<file path="config.mk">
export PLATFORM = sky130hd
export DESIGN_NAME = alu_issue_unit
export DESIGN_NICKNAME = d
export VERILOG_FILES = /design/src/rtl/alu_issue_unit.sv
export SDC_FILE = /design/constraint.sdc
export NUM_CORES = 1
export LEC_CHECK = 0
export BUFFER_PORTS_ARGS = -buffer_cell sky130_fd_sc_hd__buf_2
export CAP_MARGIN = 10
export CORE_AREA = 2 2 181 183
export DETAILED_ROUTE_END_ITERATION = 8
export DIE_AREA = 0 0 183 185
export GPL_TIMING_DRIVEN = 0
export PLACE_DENSITY = 0.69
export SLEW_MARGIN = 5
export SYNTH_ARGS = -nofsm -noshare
export SYNTH_HDL_FRONTEND = slang
export SYNTH_SLANG_ARGS = --single-unit
</file>
<file path="constraint.sdc">
create_clock -name clk -period 5.4 [get_ports clk]
set_input_delay 1.08 -clock clk [delete_from_list [all_inputs] [get_ports clk]]
set_output_delay 1.08 -clock clk [all_outputs]
set_load 0.02 [all_outputs]
</file>
<file path="src/rtl/alu_issue_unit.sv">
// Sequential issue unit for the combinational ALU. Requests are accepted over a valid/ready
// channel, held on the ALU for a settle time, and the captured results are returned over a response channel.
module alu_issue_unit #(
  parameter int WORDSIZE      = 64,
  parameter int SETTLE_CYCLES = 1,
  parameter int COUNT_WIDTH   = 32
) (
  input  logic                   clk,
  input  logic                   reset,
  input  logic                   req_valid,
  output logic                   req_ready,
  input  logic [WORDSIZE-1:0]    req_a,
  input  logic [WORDSIZE-1:0]    req_b,
  input  logic [2:0]             req_op,
  output logic [WORDSIZE-1:0]    alu_input_a,
  output logic [WORDSIZE-1:0]    alu_input_b,
  output logic [2:0]             alu_operation,
  input  logic [WORDSIZE-1:0]    alu_result,
  input  logic                   alu_overflow,
  output logic                   rsp_valid,
  input  logic                   rsp_ready,
  output logic [WORDSIZE-1:0]    rsp_result,
  output logic                   rsp_overflow,
  output logic [COUNT_WIDTH-1:0] op_count,
  output logic [COUNT_WIDTH-1:0] overflow_count
);

  // The settle counter only has to hold SETTLE_CYCLES-1.
  localparam int CNT_W = (SETTLE_CYCLES > 1) ? $clog2(SETTLE_CYCLES) : 1;
  localparam logic [CNT_W-1:0] SETTLE_LOAD = CNT_W'(SETTLE_CYCLES - 1);

  typedef enum logic [1:0] {IDLE, SETTLE, RESP} state_t;

  state_t           state, state_next;
  logic [CNT_W-1:0] settle_cnt;
  logic             accept, capture, rsp_done;

  always_ff @(posedge clk) begin
    if (reset) state <= IDLE;
    else       state <= state_next;
  end

  always_comb begin
    state_next = state;
    req_ready  = 1'b0;
    rsp_valid  = 1'b0;
    accept     = 1'b0;
    capture    = 1'b0;
    rsp_done   = 1'b0;
    case (state)
      IDLE: begin
        req_ready = 1'b1;
        if (req_valid) begin
          accept     = 1'b1;
          state_next = SETTLE;
        end
      end
      SETTLE: begin
        if (settle_cnt == '0) begin
          capture    = 1'b1;
          state_next = RESP;
        end
      end
      RESP: begin
        rsp_valid = 1'b1;
        if (rsp_ready) begin
          rsp_done   = 1'b1;
          state_next = IDLE;
        end
      end
      default: state_next = IDLE;
    endcase
  end

  // Operand, capture and statistics registers; counters saturate instead of wrapping.
  always_ff @(posedge clk) begin
    if (reset) begin
      alu_input_a    <= '0;
      alu_input_b    <= '0;
      alu_operation  <= '0;
      settle_cnt     <= '0;
      rsp_result     <= '0;
      rsp_overflow   <= 1'b0;
      op_count       <= '0;
      overflow_count <= '0;
    end else begin
      if (accept) begin
        alu_input_a   <= req_a;
        alu_input_b   <= req_b;
        alu_operation <= req_op;
        settle_cnt    <= SETTLE_LOAD;
      end
      if (state == SETTLE && settle_cnt != '0)
        settle_cnt <= settle_cnt - 1'b1;
      if (capture) begin
        rsp_result   <= alu_result;
        rsp_overflow <= alu_overflow;
      end
      if (rsp_done) begin
        if (op_count != '1)
          op_count <= op_count + COUNT_WIDTH'(1);
        if (rsp_overflow && overflow_count != '1)
          overflow_count <= overflow_count + COUNT_WIDTH'(1);
      end
    end
  end

endmodule
</file>
======== After elaboration in Yosys (flattened, before gate mapping) ========
Cells that the tools add are included.
cells by class
  add/subtract/negate cells ............... 3
  eq/ne operators ......................... 7
  multiplexer cells ....................... 14
  reductions and logical operators ........ 7
operators by type and width
  cell                                                             count
  32-bit by 1-bit adder with 32-bit output, second input constant  2
  32-bit inequality test, second input constant                    2
  1-bit 2-to-1 mux                                                 10
  2-bit 2-to-1 mux                                                 3
  2-bit inequality test, second input constant                     3
  2-bit one-hot mux with 3 select lines                            1
  2-bit AND reduction                                              2
  3-bit AND reduction                                              1
  2-bit by 1-bit == test with 1-bit output, second input constant  1
  2-bit == test, second input constant                             1
  1-bit logical AND                                                2
  2-bit logical NOT                                                1
  2-bit nonzero test                                               1
  1-bit subtractor, second input constant                          1
word-level totals
  register bits after elaboration ......... 263
  output and inout bits ................... 262
  logic and storage cells ................. 40

======== Logic depth before layout (Yosys ltp) ========
  depth in word-level cells ............... 4
  gate-level depth with buffers ........... 8

======== Worst setup path after synthesis ========
OpenSTA, ideal clock, no wires.
  kind .................................... input to register
  start ................................... in rsp_ready
  end ..................................... reg overflow_count[30]
  arrival ................................. 2.434 ns
  setup slack ............................. 2.896 ns
  cell stages on the path ................. 5
  buffers on the path ..................... 0
  cells stage by stage .................... nand4_1 > nor4_4 > o211ai_4 > or4_1 > a21oi_1
between the ends
  cells in the longest elaborated chain, start to end .. 3
ends and longest elaborated chain
  element                        RTL line  text
  start, declared                21        input logic rsp_ready,
  1-bit 2-to-1 mux               66        if (rsp_ready) begin
  1-bit 2-to-1 mux               50        case (state)
  2-bit AND reduction (no line)  --
  end signal, assigned           103       overflow_count <= overflow_count + COUNT_WIDTH'(1);
  end, declared                  25        output logic [COUNT_WIDTH-1:0] overflow_count
No other way between the ends.
A chain may end at the register's enable or synchronous reset.

======== Worst setup path in the final report ========
  start ................................... reg state[0]
  end ..................................... out rsp_valid
between the ends
  cells in the longest elaborated chain, start to end .. 2
ends and longest elaborated chain
  element                 RTL line  text
  start, declared         34        state_t state, state_next;
  start signal, assigned  40        else state <= state_next;
  2-bit == test           50
  1-bit 2-to-1 mux        50
  end, declared           20        output logic rsp_valid,
No other way between the ends.

==> out/metrics.json <==
{
  "post-cts-setup-buffers": {"value": 0},
  "total_of_max_cap_violations": {"value": 0},
  "worst_setup_path_end_kind": {"value": "primary output"},
  "outcome": {"value": "finished clean"},
  "initialDrtViolationCount": {"value": 498},
  "global_route.peak_usage_layer": {"value": "met2"},
  "cells_after_synth": {"value": 1273},
  "hold_viol": {"value": 0},
  "core-area": {"value": 0.03204, "unit": "mm2"},
  "net_count_of_the_finished_layout": {"value": 1966},
  "insertion_delay": {"value": 560, "unit": "ps"},
  "drt_first_pass_iters": {"value": 5},
  "layout_min_cycle_time": {"value": 2516, "unit": "ps"},
  "grtUsageMet1": {"value": 0.2405},
  "std_cell_rows": {"value": 66},
  "overall_global_routing_usage": {"value": 0.2029},
  "wire_per_inst": {"value": 16.66, "unit": "um"},
  "first_global_vias": {"value": 10320},
  "antenna_violations_before_repair": {"value": 7},
  "fmax": {"value": 397.5, "unit": "MHz"},
  "slew-limit-headroom": {"value": 0.4972},
  "regToRegEndpoint": {"value": "alu_input_a[5]$_SDFFE_PP0P_"},
  "stdcell_area": {"value": 0.01399, "unit": "mm2"},
  "gr-total-overflow": {"value": 0},
  "synth.largest_area_cell": {"value": "sky130_fd_sc_hd__dfxtp_1"},
  "seq_area_frac_synth": {"value": 0.5174},
  "power.internal": {"value": 0.003428, "unit": "W"},
  "holdCritPathClass": {"value": "reg2reg"},
  "start_kind": {"value": "flop"},
  "layout-area-overhead-vs-synth": {"value": 37.46, "unit": "%"},
  "seq_power_share": {"value": 0.447},
  "design.die.area": {"value": 0.03386, "unit": "mm2"},
  "powerDensity": {"value": 331.9, "unit": "mW/mm2"},
  "synth_enable_flop_cells": {"value": 0},
  "rsz0062_at_grt": {"value": "false"},
  "regToRegStartpoint": {"value": "state[1]$_SDFFE_PP0P_"},
  "holdPathEnd": {"value": "alu_input_b[1]$_SDFFE_PP0P_"},
  "die_h": {"value": 185, "unit": "um"},
  "critical_path_at": {"value": 1440, "unit": "ps"},
  "post-route-drc-count": {"value": 0},
  "total_switching_power": {"value": 0.001214, "unit": "W"},
  "cts_tree": {"value": "built"},
  "timing.clock.skew": {"value": 11.61, "unit": "ps"},
  "number_of_nets_with_antenna_violations_after_detailed_routing": {"value": 0},
  "totalNegativeSetupSlack": {"value": 0, "unit": "ps"},
  "min_period_over_period": {"value": 0.4659},
  "postCtsHoldBufs": {"value": 0},
  "power.clock.fraction": {"value": 0.437},
  "cell_area_after_placement": {"value": 0.01299, "unit": "mm2"},
  "worstHoldPathCells": {"value": 2},
  "clk_pin_slew": {"value": 60, "unit": "ps"},
  "initial_utilization": {"value": 0.3176},
  "top_level_ports": {"value": 462},
  "synthTopCellsByArea": {"value": "sky130_fd_sc_hd__dfxtp_1 (52%), sky130_fd_sc_hd__nand2_1 (15%), sky130_fd_sc_hd__a21oi_1 (12%), sky130_fd_sc_hd__clkbuf_1 (2.5%), sky130_fd_sc_hd__or3_1 (1.8%)"},
  "setup_failing_eps_final": {"value": 0},
  "final_common_cell": {"value": "sky130_fd_sc_hd__buf_2"},
  "synth.cell_area": {"value": 0.01018, "unit": "mm2"},
  "design_power_total": {"value": 0.004642, "unit": "W"},
  "layout_cells_sized_above_1": {"value": 0.3061},
  "filler_cell_count": {"value": 3231},
  "min_from": {"value": "alu_input_b[1]$_SDFFE_PP0P_"},
  "vdd.ir_drop.worst": {"value": 281.3, "unit": "uV"},
  "postSynth.topFlopCell": {"value": "sky130_fd_sc_hd__dfxtp_1"},
  "worst-path-max-fanout": {"value": 7},
  "clkSinkCount": {"value": 263},
  "synth_async_sr_flop_share": {"value": 0},
  "worst_r2r_path_depth": {"value": 7},
  "finalMaxSlewViolations": {"value": 0},
  "switching_share": {"value": 0.2616},
  "cts.root.buffer_cell": {"value": "sky130_fd_sc_hd__clkbuf_16"},
  "cts-root-to-sink-buffers": {"value": 3},
  "rrSetupSlack": {"value": 2980, "unit": "ps"},
  "grt.met3_usage": {"value": 0.05604},
  "critPathKind": {"value": "reg2out"},
  "share_comb_of_total_power": {"value": 0.116},
  "die_x": {"value": 183, "unit": "um"},
  "synth.ff_latch_count": {"value": 263},
  "drt-total-wl": {"value": 36.62, "unit": "mm"},
  "yosysWarningCount": {"value": 0},
  "tightest_slew": {"value": 754.2, "unit": "ps"},
  "gpl.final_weighted_congestion": {"value": 0.8465},
  "grt_first_pass_wirelength": {"value": 54.79, "unit": "mm"},
  "synth_top_area_frac": {"value": 0.5174},
  "largest_net_degree_at_the_start_of_global_routing": {"value": 15},
  "syn-mean-instance-area": {"value": 7.994, "unit": "um2"},
  "grt_util_met2": {"value": 0.3538},
  "required": {"value": 4320, "unit": "ps"},
  "postSynthNetCount": {"value": 1475},
  "final_cell_mix": {"value": "sky130_fd_sc_hd__buf_2 (464), sky130_fd_sc_hd__nand2_1 (418), sky130_fd_sc_hd__dfxtp_1 (263), sky130_fd_sc_hd__a21oi_1 (248), sky130_fd_sc_hd__clkbuf_1 (71)"},
  "tritoncts.num_buffers": {"value": 29},
  "num_vias": {"value": 10930},
  "htreeDepth": {"value": 1},
  "power.static_leakage": {"value": 6.117, "unit": "nW"},
  "place_hpwl": {"value": 28.25, "unit": "mm"},
  "placement.io_buffers": {"value": 460},
  "cts_resized": {"value": 0},
  "yosys.cell_types.count": {"value": 50},
  "post_drt_via_cell_ratio": {"value": 4.975}
}
[metal layers]
layer | up-vias | wire length [um]
li1 | 5330 | -
met1 | 5100 | 14400
met2 | 430 | 17950
met3 | 72 | 3145
met4 | 2 | 1113
met5 | - | 13
[power groups by stage]
stage	Combinational (W)	Clock, W	Sequential (W)
finish	0.000540	0.00203	0.00207
global route	0.000591	0.00216	0.00208
CTS	0.000546	0.00208	0.00207
detailed placement	0.000544	0	0.00211
global placement	0.000539	0	0.00211
floorplan	0.000189	0	0.00222
[layout make-up]
type | instances | area, um2 | area share
clock inverter | 12 | 151.4 | 0.01082
tap | 408 | 510.5 | 0.03649
timing repair buffer | 460 | 2302 | 0.1646
clock buffer | 39 | 833.3 | 0.05957
inverter | 11 | 41.29 | 0.002952
antenna | 6 | 15.01 | 0.001073
multi-input combinational | 915 | 4509 | 0.3224
sequential | 263 | 5265 | 0.3764
buffer | 84 | 360.3 | 0.02576
[through the flow]
step / worst slack, ps / util / cells / hold slack [ps]
after detailed placement: 2290 / 0.4054 / 2141 / 443.2
after global routing: 2713 / 0.4366 / 2198 / 468.7
final: 2884 / 0.4366 / 2198 / 450.0
after global placement: 2242 / 0.4054 / 2141 / 438.7
after CTS: 2850 / 0.4361 / 2192 / 451.3
after floorplan: 2896 / - / 1273 / 468.7
[flip-flops by register name, summed over array words and instances, names as in the netlist]
register and cells:
alu_operation 3, alu_input_b 64, state 2, rsp_overflow 1, settle_cnt 1, op_count 32, overflow_count 32, alu_input_a 64
rsp_result 64
[worst max-delay path by stage]
stage,slack [ps],to,startpoint,depth (start not counted)
2_1_floorplan,2900,overflow_count[30]$_SDFFE_PP0P_,rsp_ready,5
3_3_place_gp,2240,alu_input_a[7]$_SDFFE_PP0P_,req_valid,7
3_5_place_dp,2290,alu_input_a[7]$_SDFFE_PP0P_,req_valid,7
4_1_cts,2850,alu_input_a[7]$_SDFFE_PP0P_,state[1]$_SDFFE_PP0P_,7
5_1_grt,2710,alu_input_b[40]$_SDFFE_PP0P_,state[1]$_SDFFE_PP0P_,7
6_report,2880,rsp_valid,state[0]$_SDFFE_PP0P_,3
[cells by family after synthesis]
logic type,Yosys count,share of synthesized area
adders and majority gates,2,0.002459
muxes,8,0.008607
AOI/OAI and AO/OA,309,0.1634
xor gates and xnor gates,2,0.001722
buffers and inverters,95,0.03947
DFF,263,0.5174
and+or+nand+nor,594,0.2669
[worst max-delay path, cell delays in order (launching register included)]
cell                       delay [ps]
sky130_fd_sc_hd__dfxtp_1          440
sky130_fd_sc_hd__nand2b_4         220
sky130_fd_sc_hd__inv_1             60
sky130_fd_sc_hd__buf_2            170
[cells in the mapped netlist, types with 11 or more instances]
master                     number
sky130_fd_sc_hd__or4_1         25
sky130_fd_sc_hd__nand3_1       26
sky130_fd_sc_hd__a21oi_1      248
sky130_fd_sc_hd__or3_1         30
sky130_fd_sc_hd__o21ai_0       30
sky130_fd_sc_hd__nor2_1        24
sky130_fd_sc_hd__nand4_1       17
sky130_fd_sc_hd__inv_1         11
sky130_fd_sc_hd__o31ai_1       22
sky130_fd_sc_hd__nand2_1      418
sky130_fd_sc_hd__dfxtp_1      263
sky130_fd_sc_hd__clkbuf_1      68
No activity file was read; power rests on OpenSTA's default activity.
